**src/rtl/rtc_pkg.sv**
```systemverilog
// Shared definitions for the RTC read sequencer: FSM encoding, bus strobe
// bundle and the fixed date/time register map.
package rtc_pkg;

  localparam int unsigned NUM_REGS = 6;

  typedef enum logic [2:0] {
    IDLE = 3'd0,
    ADDR = 3'd1,
    GAP1 = 3'd2,
    DATA = 3'd3,
    GAP2 = 3'd4,
    NEXT = 3'd5
  } state_t;

  typedef struct packed {
    logic cs_n;
    logic rd_n;
    logic wr_n;
    logic a_d;
    logic ad_oe;
  } bus_t;

  // Register order: seg, min, hora, dia, mes, anio
  function automatic logic [7:0] reg_addr(input logic [2:0] idx);
    case (idx)
      3'd0:    reg_addr = 8'h21;
      3'd1:    reg_addr = 8'h22;
      3'd2:    reg_addr = 8'h23;
      3'd3:    reg_addr = 8'h24;
      3'd4:    reg_addr = 8'h25;
      3'd5:    reg_addr = 8'h26;
      default: reg_addr = 8'h21;
    endcase
  endfunction

  // Strobe levels that accompany each state; gaps and idle leave the bus released
  function automatic bus_t bus_for(input state_t st);
    bus_t b;
    b = '{cs_n: 1'b1, rd_n: 1'b1, wr_n: 1'b1, a_d: 1'b0, ad_oe: 1'b0};
    case (st)
      ADDR: begin
        b.cs_n  = 1'b0;
        b.wr_n  = 1'b0;
        b.ad_oe = 1'b1;
      end
      DATA: begin
        b.cs_n = 1'b0;
        b.rd_n = 1'b0;
        b.a_d  = 1'b1;
      end
      default: ;
    endcase
    return b;
  endfunction

endpackage

```
**src/rtl/rtc_phase_timer.sv**
```systemverilog
// Reloadable down-counter measuring one bus phase; done is high on the
// last cycle of the phase.
module rtc_phase_timer #(
  parameter int unsigned T_PHASE = 4
) (
  input  logic CLK,
  input  logic RST,
  input  logic load,
  output logic done
);

  localparam int unsigned CW = (T_PHASE > 1) ? $clog2(T_PHASE) : 1;

  logic [CW-1:0] cnt;

  // done is registered alongside the count so it lines up with cnt == 0
  always_ff @(posedge CLK) begin
    if (RST) begin
      cnt  <= '0;
      done <= 1'b0;
    end else if (load) begin
      cnt  <= CW'(T_PHASE - 1);
      done <= 1'b0;
    end else begin
      if (cnt != '0) cnt <= cnt - 1'b1;
      done <= (cnt <= CW'(1));
    end
  end

endmodule

```
**src/rtl/rtc_read_seq.sv**
```systemverilog
// Periodic / on-demand burst reader of the six RTC date-time registers over a
// multiplexed address/data bus, publishing each byte with a one-hot strobe.
module rtc_read_seq #(
  parameter int unsigned T_PHASE = 4,
  parameter int unsigned REFRESH = 100000
) (
  input  logic       CLK,
  input  logic       RST,
  input  logic       START,
  input  logic       Modificando,
  input  logic [7:0] AD_in,
  output logic [7:0] AD_out,
  output logic       AD_oe,
  output logic       CS_n,
  output logic       RD_n,
  output logic       WR_n,
  output logic       A_D,
  output logic [7:0] DATA_out,
  output logic [5:0] Actualizar,
  output logic       BUSY
);

  import rtc_pkg::*;

  localparam int unsigned RW = (REFRESH > 1) ? $clog2(REFRESH) : 1;

  state_t        state;
  logic [2:0]    idx;
  logic [RW-1:0] ref_cnt;
  logic          pending;
  bus_t          bus_q;
  logic [7:0]    ad_out_q;
  logic [7:0]    data_q;
  logic [5:0]    act_q;
  logic          busy_q;
  logic          phase_done;

  logic ref_hit_c;
  logic req_c;
  logic start_c;
  logic timer_load_c;

  rtc_phase_timer #(.T_PHASE(T_PHASE)) u_timer (
    .CLK  (CLK),
    .RST  (RST),
    .load (timer_load_c),
    .done (phase_done)
  );

  // Burst request decode and phase-timer reload whenever a timed state is entered
  always_comb begin
    ref_hit_c    = (ref_cnt == RW'(REFRESH - 1));
    req_c        = START | pending | ref_hit_c;
    start_c      = (state == IDLE) && req_c && !Modificando;
    timer_load_c = start_c;
    case (state)
      ADDR, GAP1, DATA: if (phase_done) timer_load_c = 1'b1;
      NEXT:             if (idx != 3'(NUM_REGS - 1)) timer_load_c = 1'b1;
      default: ;
    endcase
  end

  always_ff @(posedge CLK) begin
    if (RST) begin
      state    <= IDLE;
      idx      <= '0;
      ref_cnt  <= '0;
      pending  <= 1'b0;
      bus_q    <= bus_for(IDLE);
      ad_out_q <= '0;
      data_q   <= '0;
      act_q    <= '0;
      busy_q   <= 1'b0;
    end else begin
      act_q   <= '0;
      ref_cnt <= ref_hit_c ? '0 : ref_cnt + 1'b1;
      case (state)
        IDLE: begin
          if (start_c) begin
            state    <= ADDR;
            ref_cnt  <= '0;
            pending  <= 1'b0;
            busy_q   <= 1'b1;
            bus_q    <= bus_for(ADDR);
            ad_out_q <= reg_addr(idx);
          end else if (req_c) begin
            pending <= 1'b1;
          end
        end
        ADDR: if (phase_done) begin
          state <= GAP1;
          bus_q <= bus_for(GAP1);
        end
        GAP1: if (phase_done) begin
          state <= DATA;
          bus_q <= bus_for(DATA);
        end
        DATA: if (phase_done) begin
          data_q <= AD_in;
          act_q  <= 6'(6'd1 << idx);
          state  <= GAP2;
          bus_q  <= bus_for(GAP2);
        end
        GAP2: if (phase_done) begin
          state <= NEXT;
          bus_q <= bus_for(NEXT);
        end
        NEXT: begin
          if (idx == 3'(NUM_REGS - 1)) begin
            state  <= IDLE;
            idx    <= '0;
            busy_q <= 1'b0;
            bus_q  <= bus_for(IDLE);
          end else begin
            idx      <= idx + 3'd1;
            state    <= ADDR;
            bus_q    <= bus_for(ADDR);
            ad_out_q <= reg_addr(idx + 3'd1);
          end
        end
        default: state <= IDLE;
      endcase
    end
  end

  assign AD_out     = ad_out_q;
  assign AD_oe      = bus_q.ad_oe;
  assign CS_n       = bus_q.cs_n;
  assign RD_n       = bus_q.rd_n;
  assign WR_n       = bus_q.wr_n;
  assign A_D        = bus_q.a_d;
  assign DATA_out   = data_q;
  assign BUSY       = busy_q;
  // An edit in progress masks strobes immediately, even one already registered
  assign Actualizar = act_q & ~{6{Modificando}};

endmodule
```
**config.mk**
```make
export PLATFORM = sky130hd
export DESIGN_NAME = rtc_read_seq
export DESIGN_NICKNAME = d
export VERILOG_FILES = /design/src/rtl/rtc_pkg.sv /design/src/rtl/rtc_phase_timer.sv /design/src/rtl/rtc_read_seq.sv
export SDC_FILE = /design/constraint.sdc
export NUM_CORES = 1
export LEC_CHECK = 0
export BUFFER_PORTS_ARGS = -buffer_cell sky130_fd_sc_hd__buf_2
export CAP_MARGIN = 5
export CORE_ASPECT_RATIO = 0.5
export CORE_MARGIN = 2
export CORE_UTILIZATION = 60
export DETAILED_ROUTE_END_ITERATION = 12
export PLACE_DENSITY = 0.82
export SLEW_MARGIN = 10
export SYNTH_ARGS = -nofsm -noshare
export SYNTH_HDL_FRONTEND = slang
export SYNTH_SLANG_ARGS = --single-unit
```
**constraint.sdc**
```tcl
create_clock -name CLK -period 5.1 [get_ports CLK]
set_clock_uncertainty 0.15 [all_clocks]
set_input_delay 1.02 -clock CLK [delete_from_list [all_inputs] [get_ports CLK]]
set_output_delay 1.02 -clock CLK [all_outputs]
set_load 0.05 [all_outputs]
```
After elaboration in Yosys (flattened, before gate mapping)
Index checks and enable logic that the tools add are counted.
W data, S select, Z words.
{"block": "totals", "word_cells": 101, "reg_bits": 55, "inputBits": 12, "output_inout_bits": 28}
{"block": "classes", "eq_ne": 25, "reduce_logical": 19, "bitwise": 6, "magnitude_cmp": 1, "shifts": 1, "add_sub_neg": 3, "mux": 31}
{"op": "$mux W17", "n": 3}
{"op": "$pmux W3 S5", "n": 2}
{"op": "$mux W5", "n": 4}
{"op": "$pmux W5 S4", "n": 1}
{"op": "$eq A3 B2 Y1 const B", "n": 6}
{"op": "$eq A3 B3 Y1 const B", "n": 6}
{"op": "$mux W3", "n": 6}
{"op": "$pmux W3 S6", "n": 1}
{"op": "$add A17 B1 Y17 const B", "n": 1}
{"op": "$eq A17 B17 Y1 const B", "n": 1}
{"op": "$mux W8", "n": 2}
{"op": "$pmux W8 S2", "n": 1}
{"op": "$ne A2 B1 Y1 const B", "n": 5}
{"op": "$eq A3 B1 Y1 const B", "n": 3}
{"op": "$reduce_or A3 Y1", "n": 3}
{"op": "$reduce_bool A2 Y1", "n": 4}
{"op": "$mux W1", "n": 7}
{"op": "$and A6 B6 Y6", "n": 1}
{"op": "$ne A2 B2 Y1 const B", "n": 3}
{"op": "$not A6 Y6", "n": 1}
{"op": "$reduce_and A3 Y1", "n": 2}
{"op": "$shl A1 B3 Y6 const A", "n": 1}
{"op": "$reduce_and A5 Y1", "n": 1}
{"op": "$mux W2", "n": 2}
{"op": "other kinds (14)", "n": 19}

Depth between registers and ports, before layout
{"block": "depth", "depth_word": 7, "mapped_depth": 9, "depth_no_buf": 8}

Cells and area by module
From an unflattened synthesis, not the netlist that was laid out.
{"block": "unflattened", "cells_unflattened": 282, "area_unflattened_um2": 2379.8}
{"module": "rtc_read_seq", "area_per_inst_um2": 2239.6, "seq_area_each_um2": 960.9, "n_inst": 1, "cells_each": 268}
{"module": "rtc_phase_timer", "area_per_inst_um2": 140.1, "seq_area_each_um2": 60.1, "n_inst": 1, "cells_each": 14}

Worst setup path before layout
Ideal clock, no wire load.
{"block": "synth_path", "path_type": "input-to-output", "startpoint": "in Modificando", "endpoint": "out Actualizar[0]", "t_required_ps": 3930, "path_buffers": 0, "stages": 1, "slack_ps": 2221, "t_arrival_ps": 1709, "path_cell_list": "nor2b_1"}
{"block": "synth_via", "elab_chain_cells": 2}
{"item": "from (decl)", "line": "rtc_read_seq.sv:10", "rtl": "input logic Modificando,"}
{"item": "$not A6 Y6", "line": "rtc_read_seq.sv:135", "rtl": "assign Actualizar = act_q & ~{6{Modificando}};"}
{"item": "$and A6 B6 Y6", "line": "rtc_read_seq.sv:135"}
{"item": "to (decl)", "line": "rtc_read_seq.sv:19", "rtl": "output logic [5:0] Actualizar,"}
No other way between the ends.

Final worst setup path
{"block": "layout_path", "startpoint": "in Modificando", "endpoint": "out Actualizar[3]"}
Same word-level chain as after synthesis.

==> run summary <==
library cells used by synthesis: 57
met2 routed WL: 2.19 mm
crit path max fanout: 9
CP Class: input pin to primary output
period utilization: 53.5%
FF+latch count, synth: 51
Area growth, synth to finish: 9.17%
total CTS buffers: 5
via count: 1975
clk buf depth: 2
FFs w/ async S/R, synth: 0%
Fin. Hold Viols: 0
post-placement cell area: 2640 sq um
Worst Hold Class: flip-flop to flip-flop
cts hold-fix bufs: 0
synth warn: 0
fmax: 0.366 GHz
Data required, critical path: 3930 ps
Post CTS Setup Buffer Count: 0
final WL: 4.59 mm
I/O Pins: 40
DR DRC count: 0
routed wl met3: 255 microns
Total GRT Usage: 21.3%
Avg Inst Size Synth: 8.69 sq um
Synth Cell Area: 2510 sq um
# nets final: 332
final HPWL from detailed placement: 3.19 mm
Clock Pin Slew Worst Setup and Hold Paths: 90 ps
post-synth top area share: 40.7%
final slew viol count: 0
Worst Path Arrival: 1560 ps
minimum clock period: 2730 ps
Worst-Skew Late Latency: 300 ps
Post-synth EDFFs: 0
Lkg Pwr: 1.08 nW
die extent in y: 49.7 microns
synth top area cells: dfxtp_1 (41%), nand2_1 (5.4%), xor2_1 (5.2%)
largest net degree at the start of global routing: 28
Clock Tree Root: clkbuf_8
most numerous cell in the Yosys netlist: dfxtp_1
M1 wire length: 2.09 mm
Seq/Total Area, Yosys: 40.7%
port bufs: 35
pre-CTS WS: 2270 ps
RSZ-0062 raised after global routing: false
htree depth: 2
GPL Wtd Cong: 0.801
number of cell rows: 16
critical path startpoint category: input pin
CORE AREA: 3960 sq um
ANT cells: 0
outcome: completed
DIE AREA: 4750 sq um
Max Used Layer: met4
layout cells sized above 1: 19.7%
clk sinks: 51
initial antenna violation count: 0
CTS tree: built
pwr/cell area: 401 nW/um^2
post-synthesis cell count: 289
Die Width: 95.5 microns
Via density: 5.35
Initial DRC Count: 112
GRT overflow: 0
max-cap check violation count: 0
Final Total Pwr: 1.10 mW
Worst Tran Pin Value: 998 ps
first-pass GRT wire length: 7.95 mm
Finished Cell Area: 2740 sq um
Critical Path Sink Type: primary output
most common library cells after synthesis: dfxtp_1 (51), nand2_1 (36), a21oi_1 (22), nor2_1 (21), xor2_1 (15)
vias in the first global route: 1812
fin worst setup slack: 2370 ps
Synth Flop Type: dfxtp_1
worst vdd ir: 0.243 mV
normalized max-slew margin: 33.5%
Initial Util: 63.4%
Post-CTS Resized: 0
DR pass1 iterations: 4
Setup Viol. Count Final: 0
setup_tns: 0 ps
Synth area leader: dfxtp_1
antenna-violating nets left: 0
WL/cell: 12.4 microns
## critical path, stage by stage
cell	delay, ps
buf_2	160
nor2b_1	110
buf_2	260
## per-layer routing
metal	up-vias	GRT usage [%]
met5	-	0
met4	0	6.19
met3	7	5.05
met2	49	37.0
met1	902	26.6
li1	1017	-
## sequential cells by signal, summed over array words and instances (netlist names)
register	count
DATA_out	8
WR_n	1
ref_cnt	17
act_q	6
BUSY	1
idx	3
pending	1
AD_oe	1
AD_out	4
state	3
CS_n	1
u_timer.done	1
A_D	1
RD_n	1
u_timer.cnt	2
## cell type report
class                   instances  area (sq um)
multi-input cells             209          1330
clock buffers                   7          96.3
repair buffers                 35           175
well taps                      54          67.6
fillers                       331          1220
inverters                      12          45.0
clock inverters                 1          7.51
flip-flops and latches         51          1020
## worst paths after layout
| path | startpoint | to | slack (ps) | cells past startpoint |
|---|---|---|---|---|
| setup reg to reg | ref_cnt[0]$_SDFF_PP0_ | ref_cnt[14]$_SDFF_PP0_ | 2630 | 5 |
| hold reg to reg | DATA_out[0]$_SDFFE_PP0P_ | DATA_out[0]$_SDFFE_PP0P_ | 310 | 2 |
| hold / removal | DATA_out[0]$_SDFFE_PP0P_ | DATA_out[0]$_SDFFE_PP0P_ | 310 | 2 |
| setup / recovery | Modificando | Actualizar[3] | 2370 | 3 |
## cell families (layout without fill, tap and decap cells)
logic type      count (synthesis)  count (layout)  share of synthesized area (%)
fa+ha+maj                       6               6                           2.99
compound gates                 52              52                           13.7
mux                             1               1                          0.448
other cells                     1               4                          0.149
simple gates                  125             125                           27.9
flops                          51              51                           40.7
xor+xnor                       21              21                           7.32
buf+inv                        32              55                           6.88
## per-stage QoR
stage | utilization, % | cells | hold slack (ps)
floorplan | - | 292 | 278
global placement | 66.5 | 361 | 284
detailed placement | 66.5 | 361 | 288
CTS | 69.2 | 369 | 310
global route | 69.2 | 369 | 327
finish | 69.2 | 369 | 308
## report_power, final
| part | switching, mW | total [mW] | internal (mW) |
|---|---|---|---|
| registers | 0.0507 | 0.496 | 0.446 |
| clock network | 0.127 | 0.250 | 0.123 |
| logic | 0.232 | 0.353 | 0.121 |
| total | 0.410 | 1.10 | 0.690 |
## cell usage in the layout (no fill, tap or decap), types with 4 or more instances in the layout
cell type and count:
dfxtp_1 51, nand2_1 36, buf_2 35, a21oi_1 22, nor2_1 21, xor2_1 15, inv_1 11, nor3_1 9
nor2b_1 8, nand3_1 8, nor2_4 8, o21ai_0 7, clkbuf_8 7, xnor2_1 6, ha_1 6, nand4_1 5
nand2b_1 5, conb_1 4
Note: power is estimated with default switching activity, not from simulation.
